## src/rtl/ats_dequeue_ctrl.sv

```systemverilog
// ATS dequeue controller: one dequeue per selector win, waits tx_done, then holds off PIPE_LAT cycles.
// Latency: deq_valid 1 cycle after a qualifying select; request held until deq_ready, one outstanding max.
module ats_dequeue_ctrl #(
    parameter int PIPE_LAT       = 4,
    parameter int TIMEOUT_CYCLES = 4096,
    parameter int CNT_WIDTH      = 16
) (
    input  logic                 clk,
    input  logic                 reset,
    input  logic [1:0]           sel_index,
    input  logic                 sel_flag,
    input  logic [2:0]           queue_empty,
    input  logic                 tx_enable,
    output logic                 deq_valid,
    output logic [1:0]           deq_queue_id,
    input  logic                 deq_ready,
    input  logic                 tx_done,
    output logic                 busy,
    output logic                 err_timeout,
    output logic                 err_bad_index,
    output logic [CNT_WIDTH-1:0] deq_count_0,
    output logic [CNT_WIDTH-1:0] deq_count_1,
    output logic [CNT_WIDTH-1:0] deq_count_2
);

    localparam int TMAX = (TIMEOUT_CYCLES > PIPE_LAT) ? TIMEOUT_CYCLES : PIPE_LAT;
    localparam int TW   = $clog2(TMAX + 1);

    typedef enum logic [1:0] {IDLE, REQ, WAIT_TX, HOLDOFF} state_t;

    state_t               state;
    logic [TW-1:0]        timer;
    logic [CNT_WIDTH-1:0] deq_cnt [3];
    logic [3:0]           empty_ext;
    logic                 launch_ok;

    // Index 3 maps onto a permanently "empty" slot so it can never launch.
    assign empty_ext = {1'b1, queue_empty};
    assign launch_ok = sel_flag && (sel_index != 2'd3) && !empty_ext[sel_index] && tx_enable;
    assign busy      = (state != IDLE);

    assign deq_count_0 = deq_cnt[0];
    assign deq_count_1 = deq_cnt[1];
    assign deq_count_2 = deq_cnt[2];

    always_ff @(posedge clk) begin
        if (reset) begin
            state         <= IDLE;
            timer         <= '0;
            deq_valid     <= 1'b0;
            deq_queue_id  <= 2'd0;
            err_timeout   <= 1'b0;
            err_bad_index <= 1'b0;
            for (int i = 0; i < 3; i++) deq_cnt[i] <= '0;
        end else begin
            err_timeout   <= 1'b0;
            err_bad_index <= 1'b0;
            case (state)
                IDLE: begin
                    if (launch_ok) begin
                        deq_queue_id <= sel_index;
                        deq_valid    <= 1'b1;
                        state        <= REQ;
                    end else if (sel_flag && sel_index == 2'd3) begin
                        err_bad_index <= 1'b1;
                    end
                end
                REQ: begin
                    if (deq_ready) begin
                        deq_valid <= 1'b0;
                        timer     <= '0;
                        state     <= WAIT_TX;
                        for (int i = 0; i < 3; i++) begin
                            if (deq_queue_id == 2'(i) && deq_cnt[i] != '1)
                                deq_cnt[i] <= deq_cnt[i] + CNT_WIDTH'(1);
                        end
                    end
                end
                WAIT_TX: begin
                    // tx_done takes priority over a coincident timeout.
                    if (tx_done) begin
                        timer <= '0;
                        state <= HOLDOFF;
                    end else if (timer == TW'(TIMEOUT_CYCLES - 1)) begin
                        err_timeout <= 1'b1;
                        timer       <= '0;
                        state       <= HOLDOFF;
                    end else begin
                        timer <= timer + TW'(1);
                    end
                end
                HOLDOFF: begin
                    if (timer == TW'(PIPE_LAT - 1)) begin
                        timer <= '0;
                        state <= IDLE;
                    end else begin
                        timer <= timer + TW'(1);
                    end
                end
                default: state <= IDLE;
            endcase
        end
    end

endmodule

```

## config.mk

```make
export PLATFORM = sky130hd
export DESIGN_NAME = ats_dequeue_ctrl
export DESIGN_NICKNAME = d
export VERILOG_FILES = /design/src/rtl/ats_dequeue_ctrl.sv
export SDC_FILE = /design/constraint.sdc
export NUM_CORES = 1
export LEC_CHECK = 0
export BUFFER_PORTS_ARGS = -buffer_cell sky130_fd_sc_hd__buf_2
export CORE_ASPECT_RATIO = 1.25
export CORE_MARGIN = 2
export CORE_UTILIZATION = 60
export DETAILED_ROUTE_END_ITERATION = 16
export GPL_TIMING_DRIVEN = 0
export PLACE_DENSITY = 0.84
export SYNTH_ARGS = -nofsm -noshare
export SYNTH_HDL_FRONTEND = slang
export SYNTH_SLANG_ARGS = --single-unit
```

## constraint.sdc

```tcl
create_clock -name clk -period 5.3 [get_ports clk]
set_input_delay 0.265 -clock clk [delete_from_list [all_inputs] [get_ports clk]]
set_output_delay 0.265 -clock clk [all_outputs]
set_load 0.005 [all_outputs]
```

==> flow_metrics.tcl <==
set metrics [dict create \
    outcome "completed" \
    clkTransAtPathRegs_ns 0.07 \
    synth_cells 390 \
    ys_top_cells_by_area "edfxtp_1, dfxtp_1, xnor2_1" \
    final-max-slew-violation-count 0 \
    viasPerCell 6.16 \
    final_nets 486 \
    cts_sinks 68 \
    die_area_mm2 0.00718 \
    timing.slew.headroom 0.389 \
    hold_ws_ns 0.171 \
    path_cells "ha_1 > and3_1 > clkbuf_1 > nand4_1 > o2111ai_1 > buf_4 > buf_4 > nand2_1" \
    wire_per_inst_um 15.8 \
    synth_edf_count 48 \
    p_per_area_mw_per_mm2 289 \
    syn_to_final_growth_pct 15.5 \
    syn_nets 410 \
    finalCritPeriodShare 0.549 \
    rsz0062_at_grt "no" \
    hp-class "primary input to flip-flop" \
    p_leak_nw 1.57 \
    dp_hpwl_um 6150 \
    overflow 0 \
    hp-start "sel_index[1]" \
    detail_route.wirelength_um 8790 \
    drc_errors 0 \
    period_minus_slack_ns 2.91 \
    ff2ff_setup_slack_ns 2.39 \
    seq_area_frac_synth 0.471 \
    critPathTopFamily "simple AND/OR/NAND/NOR gates" \
    hold_end "err_bad_index" \
    clock_path_buffers 2 \
    synth_common_cells "edfxtp_1, a31oi_1, xnor2_1" \
    ys_seq_elements 68 \
    synthArstFlopShare 0 \
    cts.repair.resized 0 \
    die_h_um 94.3 \
    synthFlopType "edfxtp_1" \
    die_x_um 76.2 \
    ioPinCount 65 \
    synth.top_cell.area_share 0.369 \
    timing.rr.start "deq_cnt[0][32]" \
    synth.avg_cell_area_um2 10.0 \
    cts_tree "done" \
    clk_latency_ns 0.34 \
    path_max_fanout 16 \
    critPathCaptureType "flip-flop" \
    worstPathArrival_ns 2.84 \
    grt_max_degree 17 \
    coreArea_mm2 0.00625 \
    reg2reg_depth 8 \
    path_buf_inv 3 \
    power_mw 1.31 \
    dr.first_iter.drc_count 264 \
    htreeDepth 3 \
    syn_area_mm2 0.00391 \
    yosys_warnings 0 \
    cp_common_cell "buf_4" \
    slowest_delay_ns 0.42 \
    fin_tns_setup_ns 0 \
    required_ns 5.23 \
    setup_viol 0 \
    yosys.area.top_type "edfxtp_1" \
    post_cts_buffers 0 \
    portBuffers 64 \
    cts_hold_buf 0 \
    max-vdd-ir-drop_mv 0.252 \
    tightest_slew_ns 0.907 \
    path_class "flip-flop to flip-flop" \
    synthMostInstantiatedCell "edfxtp_1" \
    gp_congestion 0.847 \
    start_kind "flip-flop" \
    cts_made_buffers 9 \
    worstReg2RegEnd "deq_cnt[0][46]" \
    startpoint "deq_cnt[0][32]" \
    num_rows 32 \
    num_vias 3423 \
    drive_gt1_frac 0.197 \
    cts_root_buf "clkbuf_8" \
    min_path_cells 3 \
    cap_viol_max_count 0 \
    grt_pass1_wl_um 14600 \
    start_util 0.626 \
    grt_pass1_vias 3203 \
    skew_ns 0.0116 \
    finalHoldViolCount 0 \
    drtAntennaViolNets 0 \
    ys_types 53 \
    grt_use_total 0.253 \
    fmax_mhz 343 \
    antenna_found_initial 0 \
    drtPass1Iterations 5 \
    cp_slowest_cell "edfxtp_1" \
    diodes 0 \
]
[worst max-delay path by stage]
stage,endpoint,slack [ns],depth (start not counted)
2_1_floorplan,deq_cnt[0][0],2.10,5
3_3_place_gp,deq_cnt[0][9],1.48,5
3_5_place_dp,deq_cnt[0][40],2.41,8
4_1_cts,deq_cnt[0][47],2.38,8
5_1_grt,deq_cnt[0][46],2.17,8
6_report,deq_cnt[0][46],2.39,8
[cell type report]
type,instances,area [um2]
Tap cell,85,106
Clock buffer,13,149
Buffer,21,103
Sequential cell,68,1840
Clock inverter,3,13.8
Inverter,21,78.8
Timing Repair Buffer,65,328
Multi-Input combinational cell,280,1890
Fill cell,498,1730
[routing by layer]
layer,vias to the layer above,GRT usage,part of all wire
li1,1658,-,-
met1,1634,0.314,0.43
met2,113,0.427,0.49
met3,18,0.0471,0.054
met4,0,0.121,0.020
met5,-,0,0
[sequential cells by signal (all words and copies together), names as in the netlist]
register       flops
timer             13
state              2
err_bad_index      1
deq_queue_id       2
err_timeout        1
deq_valid          1
deq_cnt           48
[worst min-delay path, delay by kind of cell]
family	cells	cell delay [ns]
AND/OR/NAND/NOR	2	0.09
buffers and inverters	1	0.11
[through the flow]
stage / util / setup slack, ns / std cells / area, um2
6_report: 0.723 / 2.39 / 556 / 4510
5_1_grt: 0.723 / 2.17 / 556 / 4510
4_1_cts: 0.723 / 2.38 / 556 / 4510
3_5_place_dp: 0.697 / 2.41 / 540 / 4350
3_3_place_gp: 0.694 / 1.48 / 539 / 4340
2_1_floorplan: - / 2.10 / 390 / 3910
[kinds of logic after synthesis]
| logic type | synth area share |
|---|---|
| XOR/XNOR | 0.0918 |
| buffers and inverters | 0.0464 |
| AND/OR/NAND/NOR | 0.197 |
| flip-flops | 0.471 |
| adder cells (fa/ha/maj) | 0.0288 |
| AO/OA/AOI/OAI | 0.159 |
| multiplexers | 0.00544 |
[power by group]
part           switching [mW]  internal [mW]
logic                   0.153          0.110
registers              0.0534          0.621
clock network           0.189          0.180
total                   0.395          0.911
[cells in the final DEF (no fill, tap or decap), types with 5 or more instances in the layout]
| cell | Yosys | layout |
|---|---|---|
| nand3_1 | 19 | 19 |
| buf_2 | 4 | 68 |
| dfxtp_1 | 20 | 20 |
| a31oi_1 | 44 | 44 |
| o31ai_1 | 5 | 5 |
| nor4_1 | 14 | 14 |
| or4_1 | 6 | 6 |
| inv_1 | 21 | 21 |
| or3_1 | 10 | 10 |
| xnor2_1 | 32 | 32 |
| ha_1 | 9 | 9 |
| o21ai_0 | 6 | 6 |
| nor3_1 | 8 | 8 |
| nand2_1 | 28 | 28 |
| xor2_1 | 9 | 9 |
| clkbuf_1 | 13 | 16 |
| a21oi_1 | 13 | 13 |
| nor2_1 | 13 | 13 |
| nand4_1 | 10 | 10 |
| and4_1 | 5 | 5 |
| clkbuf_8 | 0 | 10 |
| edfxtp_1 | 48 | 48 |
(Power assumes the default switching activity.)
